<file path="src/rtl/spi_responder_pkg.sv">
// Shared definitions for the SPI responder: bus mode, default idle byte,
// the host timing limit the bench paces itself by, and the FSM state type.
package spi_responder_pkg;

    // Mode 0: SCLK idles low, data sampled on rising, changed on falling
    localparam int SPI_MODE = 0;

    // Byte shifted out whenever nothing has been queued for transmission
    localparam logic [7:0] DEFAULT_IDLE_BYTE = 8'hFF;

    // Shortest SCLK half-period (and CS_N-to-first-edge time) in clk25 cycles
    localparam int MIN_HALF_PERIOD = 4;

    typedef enum logic {
        ST_IDLE,
        ST_SELECTED
    } spi_state_t;

    // True when the rising edge about to be counted completes a byte
    function automatic logic is_last_bit(input logic [2:0] cnt);
        return (cnt == 3'd7);
    endfunction

endpackage

</file>
<file path="src/rtl/spi_responder_sync_ff.sv">
// Multi-flop synchronizer for one asynchronous input bit, with a
// configurable reset value so idle-high lines come out of reset idle.
module sync_ff
    import spi_responder_pkg::*;
#(
    parameter int   STAGES    = 2,
    parameter logic RESET_VAL = 1'b0
) (
    input  logic clk25,
    input  logic rst,
    input  logic d,
    output logic q
);

    logic [STAGES-1:0] chain;

    // Shift the raw input through the flop chain; the last stage is safe to use
    always_ff @(posedge clk25) begin
        if (rst) begin
            chain <= {STAGES{RESET_VAL}};
        end else begin
            chain <= {chain[STAGES-2:0], d};
        end
    end

    assign q = chain[STAGES-1];

endmodule

</file>
<file path="src/rtl/spi_responder.sv">
// SPI mode-0 responder: oversamples the host's SCLK/CS_N/MOSI with clk25,
// frames received bytes MSB-first and shifts queued bytes back on MISO.
module spi_responder
    import spi_responder_pkg::*;
#(
    parameter int         SYNC_STAGES = 2,
    parameter logic [7:0] IDLE_BYTE   = DEFAULT_IDLE_BYTE
) (
    input  logic       clk25,
    input  logic       rst,
    input  logic       spi_sclk,
    input  logic       spi_cs_n,
    input  logic       spi_mosi,
    output logic       spi_miso,
    output logic       spi_miso_oe,
    output logic [7:0] rx_data,
    output logic       rx_valid,
    output logic       rx_first,
    input  logic [7:0] tx_data,
    input  logic       tx_valid,
    output logic       tx_ready,
    output logic       frame_end,
    output logic       underrun
);

    // SCLK idle level follows the bus mode (low for modes 0 and 1)
    localparam logic SCLK_IDLE = (SPI_MODE >= 2);

    logic sclk_s;
    logic cs_n_s;
    logic mosi_s;
    logic sclk_d;
    logic cs_n_d;

    logic [SYNC_STAGES:0] settle_sr;
    logic                 settled;

    logic sclk_rise;
    logic sclk_fall;
    logic cs_rise;
    logic cs_fall;

    spi_state_t state;
    spi_state_t state_next;

    logic       armed;
    logic       first_flag;
    logic [2:0] bit_cnt;
    logic [7:0] rx_shift;
    logic [7:0] tx_shift;
    logic [7:0] hold_data;
    logic       hold_full;

    logic start_frame;
    logic end_frame;
    logic sample_bit;
    logic shift_out;
    logic load_req;
    logic accept;

    sync_ff #(.STAGES(SYNC_STAGES), .RESET_VAL(SCLK_IDLE)) u_sync_sclk (
        .clk25 (clk25),
        .rst   (rst),
        .d     (spi_sclk),
        .q     (sclk_s)
    );

    sync_ff #(.STAGES(SYNC_STAGES), .RESET_VAL(1'b1)) u_sync_cs_n (
        .clk25 (clk25),
        .rst   (rst),
        .d     (spi_cs_n),
        .q     (cs_n_s)
    );

    sync_ff #(.STAGES(SYNC_STAGES), .RESET_VAL(1'b0)) u_sync_mosi (
        .clk25 (clk25),
        .rst   (rst),
        .d     (spi_mosi),
        .q     (mosi_s)
    );

    // Delayed copies for edge detection, plus a settle pipeline that hides
    // the synchronizers' reset values until real input has flushed through
    always_ff @(posedge clk25) begin
        if (rst) begin
            sclk_d    <= SCLK_IDLE;
            cs_n_d    <= 1'b1;
            settle_sr <= '0;
        end else begin
            sclk_d    <= sclk_s;
            cs_n_d    <= cs_n_s;
            settle_sr <= {settle_sr[SYNC_STAGES-1:0], 1'b1};
        end
    end

    assign settled   = settle_sr[SYNC_STAGES];
    assign sclk_rise = settled &  sclk_s & ~sclk_d;
    assign sclk_fall = settled & ~sclk_s &  sclk_d;
    assign cs_rise   = settled &  cs_n_s & ~cs_n_d;
    assign cs_fall   = settled & ~cs_n_s &  cs_n_d;

    // Only a CS_N fall that follows a seen-high CS_N starts a frame, so a
    // transfer already running when reset releases is skipped
    always_ff @(posedge clk25) begin
        if (rst) begin
            armed <= 1'b0;
        end else if (settled && cs_n_s) begin
            armed <= 1'b1;
        end
    end

    // FSM state register
    always_ff @(posedge clk25) begin
        if (rst) begin
            state <= ST_IDLE;
        end else begin
            state <= state_next;
        end
    end

    // Next state and datapath strobes; a CS_N edge masks any SCLK edge
    always_comb begin
        state_next  = state;
        start_frame = 1'b0;
        end_frame   = 1'b0;
        sample_bit  = 1'b0;
        shift_out   = 1'b0;
        load_req    = 1'b0;
        case (state)
            ST_IDLE: begin
                if (cs_fall && armed) begin
                    state_next  = ST_SELECTED;
                    start_frame = 1'b1;
                    load_req    = 1'b1;
                end
            end
            ST_SELECTED: begin
                if (cs_rise) begin
                    state_next = ST_IDLE;
                    end_frame  = 1'b1;
                end else if (sclk_rise) begin
                    sample_bit = 1'b1;
                end else if (sclk_fall) begin
                    if (bit_cnt == 3'd0) begin
                        load_req = 1'b1;
                    end else begin
                        shift_out = 1'b1;
                    end
                end
            end
            default: begin
                state_next = ST_IDLE;
            end
        endcase
    end

    // A byte is taken only while the holding register is empty at the start
    // of the cycle, so a same-cycle load never sees it
    assign accept = tx_valid & ~hold_full;

    // Transmit side: holding register handshake and the MISO shift register
    always_ff @(posedge clk25) begin
        if (rst) begin
            hold_data <= '0;
            hold_full <= 1'b0;
            tx_shift  <= IDLE_BYTE;
            underrun  <= 1'b0;
        end else begin
            underrun <= load_req & ~hold_full;
            if (accept) begin
                hold_data <= tx_data;
                hold_full <= 1'b1;
            end else if (load_req) begin
                hold_full <= 1'b0;
            end
            if (load_req) begin
                tx_shift <= hold_full ? hold_data : IDLE_BYTE;
            end else if (shift_out) begin
                tx_shift <= {tx_shift[6:0], 1'b1};
            end
        end
    end

    // Receive side: bit counter, MOSI shift register and byte strobes
    always_ff @(posedge clk25) begin
        if (rst) begin
            bit_cnt    <= '0;
            first_flag <= 1'b0;
            rx_shift   <= '0;
            rx_data    <= '0;
            rx_valid   <= 1'b0;
            rx_first   <= 1'b0;
            frame_end  <= 1'b0;
        end else begin
            rx_valid  <= 1'b0;
            rx_first  <= 1'b0;
            frame_end <= end_frame;
            if (start_frame || end_frame) begin
                bit_cnt <= '0;
            end
            if (start_frame) begin
                first_flag <= 1'b1;
            end
            if (sample_bit) begin
                rx_shift <= {rx_shift[6:0], mosi_s};
                bit_cnt  <= bit_cnt + 3'd1;
                if (is_last_bit(bit_cnt)) begin
                    rx_data    <= {rx_shift[6:0], mosi_s};
                    rx_valid   <= 1'b1;
                    rx_first   <= first_flag;
                    first_flag <= 1'b0;
                end
            end
        end
    end

    assign spi_miso_oe = (state == ST_SELECTED);
    assign spi_miso    = (state == ST_SELECTED) ? tx_shift[7] : 1'b1;
    assign tx_ready    = ~hold_full;

endmodule

</file>
<file path="config.mk">
export PLATFORM = sky130hd
export DESIGN_NAME = spi_responder
export DESIGN_NICKNAME = d
export VERILOG_FILES = /design/src/rtl/spi_responder_pkg.sv /design/src/rtl/spi_responder_sync_ff.sv /design/src/rtl/spi_responder.sv
export SDC_FILE = /design/constraint.sdc
export NUM_CORES = 1
export LEC_CHECK = 0
export ABC_AREA = 1
export BUFFER_PORTS_ARGS = -buffer_cell sky130_fd_sc_hd__buf_2
export CELL_PAD_IN_SITES_DETAIL_PLACEMENT = 1
export CELL_PAD_IN_SITES_GLOBAL_PLACEMENT = 1
export CORE_ASPECT_RATIO = 1.2
export CORE_MARGIN = 10
export CORE_UTILIZATION = 36
export DETAILED_ROUTE_END_ITERATION = 8
export GPL_TIMING_DRIVEN = 0
export PLACE_DENSITY_LB_ADDON = 0.12
export SLEW_MARGIN = 10
export SYNTH_ARGS = -nofsm -noshare
export SYNTH_HDL_FRONTEND = slang
export SYNTH_SLANG_ARGS = --single-unit
</file>
<file path="constraint.sdc">
create_clock -name clk25 -period 1.2 [get_ports clk25]
set_input_delay 0.06 -clock clk25 [delete_from_list [all_inputs] [get_ports clk25]]
set_output_delay 0.06 -clock clk25 [all_outputs]
set_load 0.05 [all_outputs]
</file>
* After elaboration in Yosys (flattened, before gate mapping)
Index checks and enable logic that the tools add are counted.
** Operators by class
- $add $sub $neg :: 1
- Multipliers :: 0
- Div/mod/pow operators :: 0
- $lt $le $gt $ge :: 0
- Eq/ne operators :: 1
- Shift operators :: 0
- Mux-type cells :: 32
- Bitwise gates (word level) :: 18
- Reductions and logical operators :: 10
** Operator list (number)
- two-way mux 1 bit :: 25
- two-way mux 8 bit :: 3
- AND 1 bit :: 10
- NOT 1 bit :: 8
- two-way mux 3 bit :: 2
- nonzero test 2 bit :: 3
- one-hot mux 1 bit (2 select lines) :: 2
- adder 3 x 1 -> 3 bit (second input constant) :: 1
- equality test 3 bit (second input constant) :: 1
- zero test 3 bit :: 1
- OR reduction 3 bit :: 1
- logical AND 1 bit :: 2
- AND reduction 2 bit :: 1
- OR reduction 2 bit :: 1
- logical OR 1 bit :: 1
** Storage, ports and cells
- Register bits after elaboration :: 53
- Bits in latches :: 0
- Bits in writable memories :: 0
- Memory bits (read-only) :: 0
- Input port bits :: 14
- Output and inout port bits :: 15
- Word-level logic and storage cells :: 82
- Memories :: 0

* Longest topological paths before layout
Gate-level depths: netlist (run 1).
- Word-level depth :: 9
- Mapped depth :: 9

* Modules after synthesis
A second synthesis (run 1) with hierarchy kept.
** Unflattened totals
- Cell total of the unflattened synthesis :: 255
- Area total of the unflattened synthesis :: 2023.2 um2
** By module, submodules not included
- spi_responder :: instances 1, cells each 236, area an instance 1854.3 um2, seq. area each 940.9 um2
- sync_ff at u_sync_mosi ... :: instances 2, cells each 6, area an instance 55.1 um2, seq. area each 40.0 um2
- sync_ff at u_sync_cs_n :: instances 1, cells each 7, area an instance 58.8 um2, seq. area each 40.0 um2

* Least setup slack after synthesis (run 1)
OpenSTA, ideal clock, no wires.
- Path kind :: register to register
- Start point :: reg state, in the netlist spi_miso_oe
- End point :: reg rx_data[0]
- Library setup time :: 0.115 ns
- Arrival time :: 1.458 ns
- Data required time :: 1.085 ns
- Slack :: -0.373 ns
- Stages on the path, launching flop included :: 8
- Period minus slack after synthesis :: 1.573 ns
- Cells stage by stage :: dfxtp_1 -> nand4_2 -> nor2_2 -> nand2_2 -> nand2_1 -> inv_2 -> nand2_1 -> nand2_1
** Between the ends
- Word-level cells in the longest chain between the ends :: 2
** Ends and longest elaborated chain
- start: declaration :: RTL line spi_responder.sv:43 : spi_state_t state;
- start signal: assignment :: RTL line spi_responder.sv:117 : state <= state_next;
- two-way mux 1 bit :: RTL line spi_responder.sv:129 : case (state)
- AND reduction 2 bit (no line)
- end signal: assignment :: RTL line spi_responder.sv:208 : rx_data <= {rx_shift[6:0], mosi_s};
- end: declaration :: RTL line spi_responder.sv:16 : output logic [7:0] rx_data,
Every way passes these cells.
A chain may end at the register's enable or synchronous reset.

* Final worst setup path (run 1)
- Start point :: reg bit_cnt[0]
- End point :: reg rx_data[0]
** Between the ends
- Word-level cells in the longest chain between the ends :: 2
** Ends and longest elaborated chain
- start: declaration :: RTL line spi_responder.sv:48 : logic [2:0] bit_cnt;
- start signal: assignment :: RTL line spi_responder.sv:206 : bit_cnt <= bit_cnt + 3'd1;
- equality test 3 bit :: RTL line spi_responder_pkg.sv:21 : return (cnt == 3'd7);
- AND reduction 2 bit (no line)
Every way passes these cells.

==> results of run 1 <==
## path summary, 6_finish.rpt
path	startpoint	endpoint	cells after the start
max	bit_cnt[0]	rx_data[0]	7
min	tx_data[4]	hold_data[4]	3
max reg2reg	bit_cnt[0]	rx_data[0]	7
min reg2reg	u_sync_sclk.chain[0]	u_sync_sclk.chain[1]	2
## flip-flops by register name, summed over array words and instances (netlist names), 2 cells and up
signal             count
u_sync_mosi.chain      2
u_sync_sclk.chain      2
rx_shift               7
tx_shift               8
u_sync_cs_n.chain      2
settle_sr              3
hold_data              8
bit_cnt                3
rx_data                8
## repair_timing
item	CTS	global route
endpoints found under the setup margin	30	40
buffers inserted	5	2
pin swaps	12	2
hold buffers	8	0
gates resized for setup	31	33
endpoints found under the hold margin	8	0
cloned	2	0
## per-layer routing
layer  up-vias  wire length [um]  share of wire, %  track usage (%)
met3         6               150               2.8             2.87
met2        21              2860                53             22.6
met1       871              2330                43             14.3
met4         0                82               1.5             4.48
met5         -                 0                 0                0
li1        944                 -                 -                -
## cell usage after synthesis
master | instances | area (um2)
nand3_2 | 2 | 20.0
inv_2 | 1 | 3.75
nand4_2 | 1 | 12.5
buf_1 | 1 | 3.75
nor2_2 | 1 | 6.26
nor3_1 | 1 | 5.00
dfxtp_1 | 53 | 1060
o21ai_1 | 1 | 5.00
nand2_2 | 2 | 12.5
o21ai_0 | 16 | 80.1
nand4_1 | 3 | 18.8
ha_1 | 3 | 37.5
clkbuf_1 | 2 | 7.51
nand2_1 | 60 | 225
nor2_1 | 50 | 188
inv_1 | 34 | 128
or2_2 | 3 | 18.8
buf_2 | 4 | 20.0
nand3_1 | 24 | 120
buf_4 | 1 | 7.51
a21oi_1 | 7 | 35.0
clkinv_1 | 1 | 3.75
nor2_4 | 1 | 11.3
## power by group
part / switching, mW / total (mW) / internal (mW)
clock network: 0.596 / 1.00 / 0.406
logic: 0.117 / 0.197 / 0.0795
registers: 0.0263 / 1.82 / 1.80
total: 0.740 / 3.02 / 2.28
## critical path, delay by kind of cell (launching register included)
kind / cells / cell delay [ps]
adder cells (fa/ha/maj): 2 / 350
AND/OR/NAND/NOR: 4 / 330
buffers and inverters: 1 / 100
flip-flops: 1 / 390
## layout make-up
class,instances,area [um2]
buffer,8,51.3
sequential,53,1080
fill,662,2660
clock buffer,6,72.6
inverter,36,148
timing repair buffer,42,295
multi-input combinational,177,980
clock inverter,1,8.76
tap,62,77.6
## cell families after synthesis
group                    Yosys count  share of synthesized area, %
AO/OA/AOI/OAI                     24                          5.91
adder cells (fa/ha/maj)            3                          1.85
buffers and inverters             44                          8.56
flip-flops                        53                          52.2
AND/OR/NAND/NOR                  148                          31.4
## stage by stage
stage / hold slack, ps / cells / total power [mW]
after CTS: 3.87 / 383 / 3.06
final: 3.70 / 385 / 3.02
after detailed placement: 246 / 361 / 2.03
after floorplan: 164 / 272 / 1.97
after global placement: 243 / 361 / 2.02
after global routing: 15.0 / 385 / 3.17
==> metrics.csv, run 1 <==
metric,value,unit
status,"complete, but fails checks",
failing checks,negative setup slack,
DRT Pass-1 Iters,4,
Mapped Cells,272,
first-pass GRT wire length,9070,um
core outline area,5370,um2
P per Cell Area,1110,nW/um2
DR WL/cell,14.1,um
worst vdd ir,0.516,mV
FF-to-FF setup slack,-70,ps
die footprint,9060,um2
Crit-path slowest cell,dfxtp_4,
Starting DRT DRC Count,35,
Global Route Usage Sum,12.7,%
DRC Markers,0,
Seq cells post-synth,53,
Final #Nets,340,
via count,1842,
Static Leak,1.35,nW
Final Core Density,50.5,%
"leading cell type in the layout, fill and taps excluded",nand2_1,
CP cell instances,ha_1 > ha_1 > nand2_4 > nand2_2 > clkinv_4 > nand2_1 > nand2_1,
Area Growth Syn to Fin,33.6,%
Mapped Area,2030,um2
row cnt,29,
Finished Cell Area,2710,um2
CP Launch Type,flop,
Die W,88.6,um
global route overflow,0,
fin crit share,106,%
crit path kind,reg2reg,
Tmin final,1270,ps
final setup TNS,-804,ps
Setup Viol. Count Final,17,
drt via density,4.78,
syn nets,289,
clk slew on worst S/H paths,100,ps
"Clk Latency, worst-skew pair",310,ps
number of global-route vias before repair,1966,
Final GP Congestion,0.749,
most frequent cells in the layout,"nand2_1, nor2_1, dfxtp_1",
Critical Path RT,1420,ps
Die Ht,102,um
Starting Density,37.8,%
Final ANT Viol Nets,0,
synth warn,0,
measured slew at the worst slew-check pin,475,ps
worst rel slew slack,68.3,%
final setup skew,10.1,ps
synthesized area per cell,7.47,um2
PortBufs,27,
FMAX,789,MHz
Critical Path Max Stage Delay,390,ps
initial antenna violation count,0,
synth unique cells,23,
Worst Hold Class,in2reg,
H-tree levels,2,
worst-path fanout max,8,
ant diodes,0,
largest net degree at the start of global routing,16,
"Arr. time, crit path",1480,ps
RSZ-0062 raised after global routing,true,
clk buf depth,2,
fin worst setup slack,-68.1,ps
CTS tree,yes,
Area after DPL,2270,um2
Clock Tree Root,clkbuf_8,
Routed Wire Length,5430,um
max-slew violation count,0,
Final Hold Fails,0,
Place WS,-249,ps
Sink Count,53,
HPWL Detailed,3510,um
CP endpoint kind,flop,
Inserted Clock Buffers,5,
sequential element share of the synthesized area,52.2,%
IO Count,29,
max cap viols,0,
fraction of layout cells with a size suffix above 1,29.7,%
Power figures use the tool's default switching activity.
==> inputs of run 2 (changes only) <==
--- a/config.mk
+++ b/config.mk
@@ -11,7 +11,7 @@
 export CELL_PAD_IN_SITES_GLOBAL_PLACEMENT = 1
 export CORE_ASPECT_RATIO = 1.2
 export CORE_MARGIN = 10
-export CORE_UTILIZATION = 36
+export CORE_UTILIZATION = 40
 export DETAILED_ROUTE_END_ITERATION = 8
 export GPL_TIMING_DRIVEN = 0
 export PLACE_DENSITY_LB_ADDON = 0.12
==> constraint.sdc (replaced) <==
create_clock -name clk25 -period 1.23 [get_ports clk25]
set_input_delay 0.0615 -clock clk25 [delete_from_list [all_inputs] [get_ports clk25]]
set_output_delay 0.0615 -clock clk25 [all_outputs]
set_load 0.05 [all_outputs]
==> run 2 against run 1 <==
Compared with the run above: the flow finishes with violations (negative hold slack, negative setup slack); utilization rose by 4.8 points; clock skew rose by 3.6 ps; first-iteration DRC count rose to 2.5 times the previous value; combinational power fell by 4%; count of clock-buffer cells in the layout fell by 1; flip-flop and latch count did not move; non-clock buffer count fell by 5; setup slack improved by 33 ps; clock power rose by 40%; critical path depth did not move; worst hold slack got worse by 3.7 ps; final cell count fell by 1.6%; critical endpoint is now hold_full; largest power group unchanged; highest routed layer unchanged.
==> metrics.csv, run 2 (same netlist as run 1, synthesis figures left out) <==
metric,value,unit,change
CTS tree,yes,,
FMAX,790,MHz,+0.22%
CP startpoint,armed,,
area of the multi-input gates,992,um2,+1.3%
Critical Path Max Stage Delay,360,ps,-30 ps
first-pass GRT wire length,8960,um,-1.2%
core outline area,4940,um2,-8.0%
Die Ht,98.1,um,-4.1%
"most used cell, CP",buf_6,,
Sequential Area,1080,um2,-0.23%
P per Cell Area,1230,nW/um2,+11%
Crit-path slowest cell,dfxtp_1,,
global route overflow,0,,unchanged
CP Launch Type,flop,,
PortBufs,27,,unchanged
Crit path max-delay family,buffers and inverters,,
fraction of layout cells with a size suffix above 1,29.5,%,-0.25 points
Clock Tree Root,clkbuf_8,,
DRC Markers,0,,unchanged
largest net degree at the start of global routing,17,,+1
Setup Viol. Count Final,11,,-6
Global Route Usage Sum,13.0,%,+0.31 points
Inserted Clock Buffers,5,,unchanged
Routed Wire Length,5510,um,+1.5%
CP endpoint kind,flop,,
IO Count,29,,unchanged
Final Hold Fails,1,,+1
worst reg2reg path endpoint,hold_full,,
Final ANT Viol Nets,0,,unchanged
ant diodes,0,,unchanged
Place WS,-286,ps,-36.8 ps
DR WL/cell,14.5,um,+3.2%
Final GP Congestion,0.758,,+1.3%
HPWL Detailed,3550,um,+1.2%
critical path depth,7,,unchanged
via count,1844,,+0.11%
number of global-route vias before repair,1916,,-2.5%
Regs by FF count,"hold_data: 8 flops, rx_data: 8 flops, tx_shift: 8 flops",,
Area Growth Syn to Fin,34.6,%,
H-tree levels,2,,unchanged
"leading cell type in the layout, fill and taps excluded",nand2_1,,
crit path capture,hold_full,,
RR Startpoint,armed,,
max-slew violation count,0,,unchanged
Die W,85.0,um,-4.0%
Worst Hold Class,in2reg,,
crit path kind,reg2reg,,
Starting DRT DRC Count,88,,+150%
WHS,-0.0440,ps,-3.75 ps
Sink Count,53,,unchanged
Final Core Density,55.3,%,+4.8 points
fin crit share,103,%,-2.8 points
GRT busiest layer,met2,,
"Clk Latency, worst-skew pair",310,ps,about the same
DRT Pass-1 Iters,4,,unchanged
fin worst setup slack,-35.3,ps,+32.8 ps
RSZ-0062 raised after global routing,true,,
number of buffers and inverters on the critical path,3,,+2
Final Power,3.37,mW,+12%
CP cell instances,nand2_1 > inv_1 > nand4_1 > buf_6 > buf_6 > nand3_1 > a21oi_1,,
failing checks,"negative hold slack, negative setup slack",,
Critical Path RT,1430,ps,about the same
clk buf depth,2,,unchanged
status,"complete, but fails checks",,
final setup TNS,-177,ps,+627 ps
"Arr. time, crit path",1460,ps,-20 ps
Static Leak,1.38,nW,+2.4%
row cnt,28,,-3.4%
grt met2 use,22.5,%,-0.14 points
drt via density,4.87,,+1.7%
die footprint,8340,um2,-7.9%
final setup skew,13.6,ps,+3.56 ps
most frequent cells in the layout,"nand2_1, nor2_1, dfxtp_1",,
met3 usage,2.91,%,+0.043 points
cells on worst reg2reg path,7,,unchanged
worst-path fanout max,10,,+2
clk slew on worst S/H paths,100,ps,about the same
measured slew at the worst slew-check pin,485,ps,+10.5 ps
Tmin final,1270,ps,-2.80 ps
GR Layer Usage met1,14.7,%,+0.41 points
initial antenna violation count,0,,unchanged
Filler Cells Inserted,616,,-6.9%
Final #Nets,335,,-1.5%
max cap viols,0,,unchanged
worst rel slew slack,67.6,%,-0.70 points
Starting Density,41.1,%,+3.3 points
worst vdd ir,1.15,mV,+120%
FF-to-FF setup slack,-40,ps,+30 ps
-- run 2: cell count changes in the layout (fill, tap and decap cells not counted), sizes merged --
cell | before | now
buf | 41 | 40
bufinv | 0 | 2
clkbuf | 7 | 6
clkinv | 3 | 2
dlygate4sd3 | 8 | 4
inv | 34 | 35
-- run 2: through the flow --
stage	cell area, um2	cells
floorplan	2040	272
global placement	2250	359
detailed placement	2250	359
CTS	2660	377
global route	2730	379
finish	2730	379
-- run 2: final cells by class --
type	instances	share of cell area [%]
plain buffers	8	2.15
clock buffers	5	2.52
inverters	36	5.31
flip-flops and latches	53	39.4
well taps	60	2.75
clock inverters	3	2.38
multi-input cells	177	36.3
repair buffers	37	9.16
-- run 2: worst min path at each step --
stage          slack, ps  cells after the start        from              endpoint
2_1_floorplan        170                      1    spi_cs_n  u_sync_cs_n.chain[0]
3_3_place_gp         240                      2    spi_cs_n  u_sync_cs_n.chain[0]
3_5_place_dp         250                      2    spi_cs_n  u_sync_cs_n.chain[0]
4_1_cts              0.5                      3  tx_data[4]          hold_data[4]
5_1_grt               20                      3  tx_data[7]          hold_data[7]
6_report           -0.04                      3  tx_data[3]          hold_data[3]
-- run 2: timing repair --
action	CTS	global route
hold endpoints to repair	4	0
endpoints found under the setup margin	31	33
buffers inserted	4	2
hold buffers	4	0
resized for setup	54	26
pin swaps	14	5
cloned	2	0
-- run 2: power by group --
| group | switching (mW) | internal [mW] | leakage (nW) | total [mW] |
|---|---|---|---|---|
| Combinational | 0.119 | 0.0705 | 0.874 | 0.189 |
| Clock | 0.595 | 0.809 | 0.0681 | 1.40 |
| Sequential | 0.0252 | 1.75 | 0.434 | 1.78 |
| Total | 0.739 | 2.63 | 1.38 | 3.37 |
-- run 2: layer usage --
metal	up-vias	share of wire, %
met2	19	54
met1	883	43
met4	0	1.6
met5	-	0
met3	7	2.2
li1	935	-
-- run 2: tightest hold or removal path, cell delays in order --
cell and delay [ps]:
buf_2 70, o21ai_0 70, nor2_1 70
